--- src/rtl/audio_frame_streamer.sv ---
// Sample FIFO feeding a DIV-paced interleaved multi-channel output stream.
// A prime/run machine holds off output until the FIFO has PRIME samples and falls back after a starved frame.
module audio_frame_streamer #(
    parameter int unsigned W        = 32,
    parameter int unsigned CHANNELS = 2,
    parameter int unsigned DEPTH    = 8,
    parameter int unsigned DIV      = 16,
    parameter int unsigned PRIME    = 4
) (
    input  logic                                              c,
    input  logic                                              rn,
    input  logic [W-1:0]                                      in_data,
    input  logic                                              in_valid,
    output logic                                              in_ready,
    input  logic                                              mute,
    input  logic                                              hold,
    output logic [W-1:0]                                      x,
    output logic [((CHANNELS > 1) ? $clog2(CHANNELS) : 1)-1:0] x_ch,
    output logic                                              x_stb,
    output logic [$clog2(DEPTH):0]                            level,
    output logic                                              running,
    output logic [15:0]                                       underrun_cnt
);

    localparam int unsigned AW = $clog2(DEPTH);
    localparam int unsigned LW = AW + 1;
    localparam int unsigned CW = (CHANNELS > 1) ? $clog2(CHANNELS) : 1;
    localparam int unsigned DW = (DIV > 1) ? $clog2(DIV) : 1;
    localparam int unsigned SW = $clog2(CHANNELS + 1);

    typedef enum logic {
        S_PRIME = 1'b0,
        S_RUN   = 1'b1
    } state_t;

    state_t          state;
    logic [W-1:0]    mem [DEPTH];
    logic [AW-1:0]   wr_ptr;
    logic [AW-1:0]   rd_ptr;
    logic [DW-1:0]   div_cnt;
    logic [CW-1:0]   ch_next;
    logic [SW-1:0]   starve;
    logic [W-1:0]    last;
    logic            push;
    logic            pop;
    logic            tick;
    logic            empty;

    assign in_ready = (level < LW'(DEPTH)) && rn;
    assign push     = in_valid && in_ready;
    assign tick     = (state == S_RUN) && (div_cnt == DW'(DIV - 1));
    assign empty    = (level == '0);
    assign pop      = tick && !empty;

    // Sample storage carries no reset; only the pointers define validity.
    always_ff @(posedge c) begin
        if (push) begin
            mem[wr_ptr] <= in_data;
        end
    end

    always_ff @(posedge c or negedge rn) begin
        if (!rn) begin
            state        <= S_PRIME;
            wr_ptr       <= '0;
            rd_ptr       <= '0;
            level        <= '0;
            div_cnt      <= '0;
            ch_next      <= '0;
            starve       <= '0;
            last         <= '0;
            x            <= '0;
            x_ch         <= '0;
            x_stb        <= 1'b0;
            running      <= 1'b0;
            underrun_cnt <= '0;
        end else begin
            x_stb <= 1'b0;

            if (push) begin
                wr_ptr <= wr_ptr + AW'(1);
            end
            if (pop) begin
                rd_ptr <= rd_ptr + AW'(1);
            end
            case ({push, pop})
                2'b10:   level <= level + LW'(1);
                2'b01:   level <= level - LW'(1);
                default: ;
            endcase

            unique case (state)
                S_PRIME: begin
                    div_cnt <= '0;
                    if (level >= LW'(PRIME)) begin
                        state   <= S_RUN;
                        running <= 1'b1;
                        x_ch    <= '0;
                        ch_next <= '0;
                        starve  <= '0;
                    end
                end
                S_RUN: begin
                    div_cnt <= tick ? '0 : div_cnt + DW'(1);
                    if (tick) begin
                        x_stb   <= 1'b1;
                        x_ch    <= ch_next;
                        ch_next <= (ch_next == CW'(CHANNELS - 1)) ? '0 : ch_next + CW'(1);
                        if (!empty) begin
                            last   <= mem[rd_ptr];
                            x      <= mute ? '0 : mem[rd_ptr];
                            starve <= '0;
                        end else begin
                            x <= mute ? '0 : (hold ? last : '0);
                            if (underrun_cnt != 16'hFFFF) begin
                                underrun_cnt <= underrun_cnt + 16'd1;
                            end
                            // A whole starved frame sends us back to re-prime.
                            if (starve == SW'(CHANNELS - 1)) begin
                                state   <= S_PRIME;
                                running <= 1'b0;
                                div_cnt <= '0;
                                starve  <= '0;
                            end else begin
                                starve <= starve + SW'(1);
                            end
                        end
                    end
                end
            endcase
        end
    end

endmodule

--- config.mk ---
export PLATFORM = sky130hd
export DESIGN_NAME = audio_frame_streamer
export DESIGN_NICKNAME = d
export VERILOG_FILES = /design/src/rtl/audio_frame_streamer.sv
export SDC_FILE = /design/constraint.sdc
export NUM_CORES = 1
export LEC_CHECK = 0
export CAP_MARGIN = 10
export CORE_UTILIZATION = 63
export CTS_CLUSTER_DIAMETER = 40
export DETAILED_ROUTE_END_ITERATION = 10
export HOLD_SLACK_MARGIN = 0.05
export PLACE_DENSITY = 0.84
export SLEW_MARGIN = 10
export SYNTH_ARGS = -nofsm -noshare
export SYNTH_HDL_FRONTEND = slang
export SYNTH_SLANG_ARGS = --single-unit
export TNS_END_PERCENT = 50
--- constraint.sdc ---
create_clock -name c -period 8.45 [get_ports c]
set_input_delay 2.535 -clock c [delete_from_list [all_inputs] [get_ports c]]
set_output_delay 2.535 -clock c [all_outputs]
set_load 0.02 [all_outputs]
# == Word level (Yosys, flattened, before mapping) ==
# Memories as Yosys holds them, arrays and structs flattened.
# Cells that the tools add are included.
# totals
register_bits,101
ramBits,256
in_bits,37
out_inout_bits,56
word_cells,82
n_memories,1
# classes
n_addsub,8
order_cmp,2
n_eq_ne,9
n_mux,35
bitwise_logic,2
reduce_logical,12
# mem_list
name,words,word_bits,rd,rd_ports_with_merged_regs,wr,line,source
mem,8,32,1,0,1,37,logic [W-1:0] mem [DEPTH];
# op_table
op,n
$mux W32,4
$add A16 B1 Y16 const B,1
$mux W1,16
$mux W4,4
$ne A16 B16 Y1 const B,1
$pmux W4 S2,2
$add A4 B1 Y4 const B,2
$mux W2,4
$pmux W1 S2,4
$reduce_and A4 Y1,2
$add A3 B1 Y3 const B,2
$ne A2 B1 Y1 const B,3
$eq A2 B1 Y1 const B,2
$eq A4 B4 Y1 const B,1
$ge A4 B3 Y1 const B,1
$logic_and A1 B1 Y1,4
$logic_not A4 Y1,1
$lt A4 B4 Y1 const B,1
$pmux W2 S2,1
$reduce_and A2 Y1,2
$sub A4 B1 Y4 const B,1
$reduce_and A3 Y1,1
$add A2 B1 Y2 const B,1
$eq A2 B2 Y1 const B,1
other kinds (5),6

# == Depth between registers and ports, before layout ==
# Gate-level depths: netlist of run 1.
# logic_depth
word_depth,7
depth_mapped,12
depth_no_buf,10

# == Least setup slack after synthesis of run 1 ==
# Ideal clock, no wire load.
# synth_timing
path_type,in2reg
start,input rn
end,"memory mem[0][0], enable pin"
setup_time_ps,461
arrival_time_ps,5491
required_time_ps,7989
slack_ps,2498
path_stages,4
n_path_buf,0
path_cell_list,nor2b_1 and2_1 nand2b_1 nor3_1
# synth_between
elab_chain_len,4
# synth_lines
element,line,source
start: declaration,11,"input logic rn,"
$logic_and A1 B1 Y1,49,assign in_ready = (level < LW'(DEPTH)) && rn;
$logic_and A1 B1 Y1,50,assign push = in_valid && in_ready;
$mux W1,57,if (push) begin
$mux W1 (not written as such),58,mem[wr_ptr] <= in_data;
end: declaration,37,
# Every way passes these cells.

# == Worst setup path in the final report of run 1 ==
# layout_timing
start,input rn
end,output in_ready
# layout_between
elab_chain_len,1
# layout_lines
element,line,source
$logic_and A1 B1 Y1,49,
end: declaration,14,"output logic in_ready,"
# Every way passes these cells.

==> impl_summary.md, run 1 <==
Yosys
The synthesized design spends more area on one cell type than any other, namely sky130_fd_sc_hd__edfxtp_1. The adder and majority cell fraction of the synthesized area is 0.639%. The synthesized net count is 795. The multiplexer area fraction after synthesis is around an eighth. Yosys mapped the design onto 39 distinct sky130hd cell types.

The area fraction in and, or, nand and nor cells after synthesis is 4.17%. The commonest cells after synthesis are sky130_fd_sc_hd__edfxtp_1 (256), sky130_fd_sc_hd__dfrtp_1 (101), sky130_fd_sc_hd__mux4_2 (64), sky130_fd_sc_hd__nor2_1 (53), sky130_fd_sc_hd__a21oi_1 (36). The main combinational cell family by area after synthesis is multiplexers. The flip-flop and latch count after synthesis is between 300 and 400. The most used flip-flop cell after synthesis is sky130_fd_sc_hd__edfxtp_1. The sequential element share of the synthesized area is 74.6%.

The Yosys step of the flow raised 0 warnings. The number of enable flip-flop cells after synthesis is 256. The area share of the leading cell type in the synthesized netlist is 56.1%. Synthesis produced 751 cells.

The summed instance area of the synthesized netlist is between 10,000 and 15,000 um^2. The compound-gate portion of the synthesized area is under 10%. Averaged over all synthesized cells, the footprint is 18.2 um^2.

Counting flops with an async set or reset pin after synthesis yields a share of 28.3%. Sorting the synthesized cells by area gives the leading types as sky130_fd_sc_hd__edfxtp_1 (56%), sky130_fd_sc_hd__dfrtp_1 (18%), sky130_fd_sc_hd__mux4_2 (11%), sky130_fd_sc_hd__mux2i_1 (2.4%), sky130_fd_sc_hd__a22oi_1 (1.8%). The xor and xnor area share after synthesis is 1.53%. In the post-synthesis netlist, the cell with the most instances is sky130_fd_sc_hd__edfxtp_1.

Detailed routing
Before antenna repair, the detailed router went through 5 iterations. The remaining antenna violation count after routing is 0. In the final routed layout, each cell accounts on average for roughly 24 um. After detailed routing, the number of remaining DRC violations is 0. The first routing iteration left 603 violations. The final layout contains routed wiring with a total length of ~29 mm.

Dividing the detail-routed via count by the number of cells gives 6.32. The total number of vias is between 7,000 and 8,000.

Run
Max-cap violations in this run came to 0.

GRT
The initial antenna violation count is 1. The maximum number of pins on one net before global-route repair is 70. The residual overflow from global routing is 0.

The number of global-route vias before repair is 7,917. The first global-routing pass estimated 44.3 mm of wire. For this run, the total global-route usage over all layers was measured as 27.2%.

Final layout
The number of nets at the end of the flow is 908. The area added between synthesis and finish is 19.2%. Cells with a size suffix above 1 make up 18.6% of the layout.

Clock network
For the worst-skew pair, the clock arrives at the later sink with an insertion delay of 0.52 ns. The maximum level of the CTS H-tree is 2. The clock tree from TritonCTS is yes.

The number of CTS-inserted buffers is 41. In this run the deepest clock path goes through 3 buffers. After clock tree synthesis, the clock-pin slew on the worst setup and hold paths is 0.05 ns.

The TritonCTS sink count is 357. The number of instances resized during post-cts repair is 0. The cell sitting at the root of the clock tree is a sky130_fd_sc_hd__clkbuf_16.

The number of buffers added for setup after CTS is 0. The count of hold buffers inserted by post-cts repair is 0.

Min path
The path class of the tightest hold or removal check is reg -> reg.

Setup path
The critical path start-end classification is in -> out. For the worst setup path, the data required time is 5.92 ns. The arrival time at the worst endpoint is 3.83 ns. The kind of launch point of the worst setup path is an input port.

Of all nets on the critical path, the largest fanout is 41. STA classifies the critical path endpoint as an output pin.

Timing
For this run, the top clock speed supported by timing is 0.157 GHz. For the finished layout, the period the worst path requires is 6.36 ns. The transition time of the tightest slew-check pin is 0.816 ns. Setup repair after global routing left no endpoint under its margin. The setup skew after layout is 0.0117 ns. In the final timing run, aggregate negative setup slack is 0 ns.

The number of slew-limit violations in the final report came to 0. The final critical path takes up 75.3% of the cycle. The final-report setup violation count is 0. The count of endpoints failing hold in the final timing report came to 0. Headroom to the max-slew limit came out at between 40 and 50%.

Die
The I/O pin total is between 90 and 100. The die is 149 um wide. The total area inside the core boundary comes to 21,200 um^2. The die boundary height is roughly 150 um.

The initialized floorplan defines 53 standard-cell rows. The effective utilization at floorplan is 64.7%. The die covers 22,300 um^2.

Power
The largest voltage drop on the vdd net is 0.000188 V. In this run the power density over the cells is 317 nW/um^2. The final total power is 5.17 mW.

The static leakage is 5.71 nW.

Placement
The count of input and output buffers is 92. The HPWL after detailed placement is 15.5 mm. The congestion estimate from routability-driven global placement came to 0.883.

Run status
The flow ran to the end, and the final reports show no timing, DRC or antenna violations.
-- cell type report --
cell class	count	area (um^2)
diodes	1	2.50
clock buffers	53	1150
clock inverters	23	196
fillers	1079	4820
inverters	5	18.8
multi-input cells	352	3340
flip-flops and latches	357	10200
well taps	275	344
repair buffers	107	1050
-- per-layer routing --
layer / GRT usage (%) / wire [um] / vias up
met1: 35.4 / 11400 / 3859
met5: 0 / 0 / -
li1: - / - / 3188
met4: 10.1 / 720 / 0
met3: 5.55 / 1830 / 64
met2: 45.7 / 14700 / 300
-- path summary, 6_finish.rpt --
kind	depth (start not counted)	end	slack (ns)	startpoint
max	3	in_ready	2.09	rn
min	1	div_cnt[0]	0.47	div_cnt[0]
max reg2reg	11	level[2]	4.90	div_cnt[0]
min reg2reg	1	div_cnt[0]	0.47	div_cnt[0]
max in group asynchronous	2	rd_ptr[1]	5.18	rn
min in group asynchronous	1	div_cnt[0]	1.99	rn
-- worst max-delay path, cell delays in order --
cell	delay [ns]
sky130_fd_sc_hd__buf_4	0.42
sky130_fd_sc_hd__nor2b_1	0.24
sky130_fd_sc_hd__clkdlybuf4s50_1	0.63
-- flip-flops by register name, summed over array words and instances, names as in the netlist, 2 cells and up --
register	cells
mem	256
last	32
x	32
underrun_cnt	16
div_cnt	4
level	4
rd_ptr	3
wr_ptr	3
starve	2
-- per-stage QoR --
step	hold WS [ns]	cells	util, %	setup WS [ns]	area [um^2]
finish	0.474	1173	77.2	2.09	16300
global route	0.503	1172	77.2	1.96	16300
CTS	0.476	1171	77.1	2.06	16300
detailed placement	0.467	1095	70.7	2.07	15000
global placement	0.451	1095	70.7	2.08	15000
floorplan	0.441	751	-	2.50	13700
-- report_power, final --
part | total, mW | internal (mW) | switching (mW)
Sequential | 2.38 | 2.15 | 0.227
Clock | 1.72 | 1.04 | 0.684
Combinational | 1.07 | 0.501 | 0.567
Total | 5.17 | 3.69 | 1.48
-- kinds of logic after synthesis --
logic type                 after synthesis
and+or+nand+nor                        114
xor gates and xnor gates                24
DFF                                    357
buffers and inverters                   42
AOI/OAI and AO/OA                      107
muxes                                  100
adders and majority gates                7
-- cells in the final DEF, fill, tap and decap left out, types with 4 or more instances in the layout --
| master | instances |
|---|---|
| sky130_fd_sc_hd__a21oi_1 | 36 |
| sky130_fd_sc_hd__a22oi_1 | 33 |
| sky130_fd_sc_hd__buf_4 | 15 |
| sky130_fd_sc_hd__clkbuf_1 | 7 |
| sky130_fd_sc_hd__clkbuf_16 | 44 |
| sky130_fd_sc_hd__clkdlybuf4s50_1 | 91 |
| sky130_fd_sc_hd__clkinv_1 | 7 |
| sky130_fd_sc_hd__clkinvlp_4 | 5 |
| sky130_fd_sc_hd__dfrtp_1 | 98 |
| sky130_fd_sc_hd__edfxtp_1 | 256 |
| sky130_fd_sc_hd__ha_1 | 7 |
| sky130_fd_sc_hd__inv_1 | 4 |
| sky130_fd_sc_hd__mux2i_1 | 33 |
| sky130_fd_sc_hd__mux4_2 | 64 |
| sky130_fd_sc_hd__nand2_1 | 20 |
| sky130_fd_sc_hd__nand3_1 | 6 |
| sky130_fd_sc_hd__nand4_1 | 8 |
| sky130_fd_sc_hd__nor2_1 | 46 |
| sky130_fd_sc_hd__nor2_2 | 6 |
| sky130_fd_sc_hd__nor3_2 | 4 |
| sky130_fd_sc_hd__o21ai_0 | 30 |
| sky130_fd_sc_hd__o21ai_1 | 4 |
| sky130_fd_sc_hd__xnor2_1 | 11 |
| sky130_fd_sc_hd__xor2_1 | 13 |
(Power assumes the default switching activity.)
==> run 2, diff against run 1 <==
--- a/config.mk
+++ b/config.mk
@@ -6,11 +6,11 @@
 export NUM_CORES = 1
 export LEC_CHECK = 0
 export CAP_MARGIN = 10
-export CORE_UTILIZATION = 63
+export CORE_UTILIZATION = 53
 export CTS_CLUSTER_DIAMETER = 40
 export DETAILED_ROUTE_END_ITERATION = 10
 export HOLD_SLACK_MARGIN = 0.05
-export PLACE_DENSITY = 0.84
+export PLACE_DENSITY = 0.76
 export SLEW_MARGIN = 10
 export SYNTH_ARGS = -nofsm -noshare
 export SYNTH_HDL_FRONTEND = slang
==> constraint.sdc (replaced) <==
create_clock -name c -period 5.5 [get_ports c]
set_input_delay 1.65 -clock c [delete_from_list [all_inputs] [get_ports c]]
set_output_delay 1.65 -clock c [all_outputs]
set_load 0.02 [all_outputs]
==> run 2 against run 1 <==
Power is 54% higher. Final area is 0.90% higher. Clock skew is 0.0048 ns higher. First-iteration DRC count is 1.8% higher. Clock power is 61% higher. Critical path depth stayed put. Die area is 19% higher. Wire length is 7.3% lower. Via count is 5.2% lower. Critical path type unchanged. Largest cell class unchanged.
==> impl_summary.md, run 2 (synthesis results as in run 1) <==
Final layout
The fraction of layout instances using a drive strength above 1 is 19.2% (+0.58 points). The final instance area is 16,500 um^2 (+0.90%). Leaving out fill and tap cells, the most frequent cell in the layout is sky130_fd_sc_hd__edfxtp_1.

Leaving out fill and tap cells, the most frequent cells in the layout are sky130_fd_sc_hd__edfxtp_1 (256), sky130_fd_sc_hd__dfrtp_1 (98), sky130_fd_sc_hd__clkdlybuf4s50_1 (91). The register with the most flip-flops in the final layout is mem. The number of nets at the end of the flow is 909 (+0.11%). The number of flip-flops in the largest register is 256 (unchanged). Relative to the synthesized area, the layout overhead comes to 20.3%. The count of placed standard cells in the final layout, fillers left out is 1,228 (+4.7%). In the final layout, the registers with the most flip-flops are mem x256, last x32, x x32.

Clock network
The clock transition at the registers of the reported paths is 0.05 ns (about the same). The number of buffers added for setup after CTS is 0 (unchanged). TritonCTS built the clock tree.

The number of CTS-inserted buffers is 41 (unchanged). The TritonCTS sink count is 357 (unchanged). The maximum level of the CTS H-tree is 2 (unchanged).

The tree is rooted in a sky130_fd_sc_hd__clkbuf_16. The number of instances resized during post-cts repair is 0 (unchanged). The worst-skew pair later-pin latency came to 0.53 ns (about the same). The count of hold buffers inserted by post-cts repair was 0 (unchanged). The maximum clock path buffer count is 3 (unchanged).

GRT
The residual overflow from global routing was 0 (unchanged). The initial antenna violation count is 2 (+1). The total track usage came to 21.3% (-5.9 points).

The maximum number of pins on one net before global-route repair came to 65 (-7.1%). The first-pass GRT wire length is 42.1 mm (-5.1%). The number of global-route vias before repair is 7,319 (-7.6%).

Timing
The aggregate negative setup slack is 0 ns (unchanged). The final critical-path setup slack is 1.30 ns (-0.788 ns). Setup repair after global routing left no endpoint under its margin. Dividing the final minimum period by the clock period gives 76.4%.

Counting I/O delays and the setup requirement, the final critical path takes 4.20 ns. The number of slew-limit violations in the final report is 0 (unchanged). The setup skew after layout is 0.0166 ns (+0.00483 ns).

The relative slew slack is 29.3% (-16 points). Derived from the worst setup path, the maximum achievable clock frequency is 0.238 GHz. The final-report setup violation count is 0 (unchanged). The transition time of the tightest slew-check pin is 1.06 ns (+0.244 ns).

The count of endpoints failing hold in the final timing report came to 0 (unchanged).

Die
The area enclosed by the die boundary is 26,500 um^2 (+19%). The effective utilization at floorplan is 54.2% (-11 points). The die width is 163 um (+8.9%). The number of standard-cell rows in the floorplan is 58 (+9.4%).

The I/O pin total is 93 (unchanged). The die boundary height came to 163 um (+8.9%). The core footprint is 25,300 um^2 (+19%).

Power
The static leakage was 5.75 nW (+0.70%). The final total power is 7.98 mW (+54%). The largest voltage drop on the vdd net came to 0.000436 V (+130%). The power per cell area was 484 nW/um^2 (+53%).

Setup path
The capture instance of the worst register-to-register path is level[3]. The critical path start-end classification is in -> out. The critical path ends at in_ready. The kind of end point of the critical path is an output pin. The data required time at the worst endpoint is 3.85 ns (-2.07 ns). The number of cell instances on the worst register-to-register path came to 9 (-2). The setup slack of the most critical reg-to-reg path is 1.99 ns (-2.91 ns). STA classifies the critical path startpoint as an input port. The beginning of the critical path is rn. The source of the worst register-to-register timing path is div_cnt[0]. The highest net fanout along the worst path was 2 (-95%). The arrival time at the worst endpoint is 2.55 ns (-1.28 ns).

Placement
The weighted congestion reported at the end of routability-driven placement is 0.742 (-16%). The detailed placer's ending HPWL was 15.2 mm (-2.3%). The cell area reported after detailed placement is 15,100 um^2 (+0.76%). The minimum setup slack after placement was 1.30 ns (-0.767 ns). The count of input and output buffers is 92 (unchanged). The post-placement cell count came to 1,152 (+5.2%).

Detailed routing
The remaining antenna violation count after routing is 0 (unchanged). The post-detailed-route wirelength per cell was 21.6 um (-11%). The overall routed net length is 26.6 mm (-7.3%). The DRC violations left came to 0 (unchanged). The total number of vias came to 7,028 (-5.2%). The via density per instance is 5.72 (-9.4%).

The starting DRC count in detailed routing came to 614 (+1.8%). The count of TritonRoute iterations in the first routing pass was 5 (unchanged).

Run
The count of maximum capacitance violations is 0 (unchanged).

Run status
The flow ran to the end, and the final reports show no timing, DRC or antenna violations.

Min path
The class of the tightest hold or removal check is reg -> reg.
==> run 2: changes by cell type in the layout (fill, tap and decap cells not counted), sizes merged <==
| cell | delta |
|---|---|
| bufinv | +3 |
| buf | +1 |
| clkinvlp | -3 |
| inv | -2 |
| clkinv | +1 |
| clkbuf | -1 |
| diode | +1 |
==> run 2: layout make-up <==
cell class | instances | area (um^2)
Inverter | 5 | 18.8
Clock buffer | 52 | 1150
Clock inverter | 22 | 259
Antenna cell | 2 | 5.00
Sequential cell | 357 | 10200
Timing Repair Buffer | 108 | 1040
Fill cell | 1732 | 8770
Multi-Input combinational cell | 352 | 3370
Tap cell | 330 | 413
==> run 2: report_power, final <==
part           internal (mW)  switching, mW  total [mW]
clock                   1.72           1.05        2.77
sequential              3.31          0.302        3.61
combinational          0.770          0.827        1.60
==> run 2: stage by stage <==
| stage | utilization [%] | hold WS (ns) |
|---|---|---|
| floorplan | - | 0.441 |
| global placement | 59.7 | 0.456 |
| detailed placement | 59.7 | 0.472 |
| CTS | 65.2 | 0.480 |
| global route | 65.2 | 0.524 |
| finish | 65.3 | 0.480 |
==> run 2: worst max-delay path, stage by stage <==
cell and delay, ns:
sky130_fd_sc_hd__buf_4 0.09, sky130_fd_sc_hd__nor2b_1 0.18, sky130_fd_sc_hd__clkdlybuf4s50_1 0.63
==> run 2: worst min-delay path by stage <==
stage,from,end,slack [ns],cells past startpoint
after global routing,underrun_cnt[15],underrun_cnt[15],0.52,1
after floorplan,div_cnt[0],div_cnt[0],0.44,1
after global placement,div_cnt[0],div_cnt[0],0.46,1
final,div_cnt[0],div_cnt[0],0.48,1
after CTS,div_cnt[0],div_cnt[0],0.48,1
after detailed placement,div_cnt[0],div_cnt[0],0.47,1
==> run 2: metal layers <==
layer  wire length [um]  global-route usage [%]  up-vias  part of all wire, %
li1                   -                       -     3196                    -
met1              11400                    28.8     3573                   43
met2              13200                    35.2      205                   50
met3               1360                    3.95       54                  5.1
met4                625                    6.71        0                  2.4
met5                  0                       0        -                    0
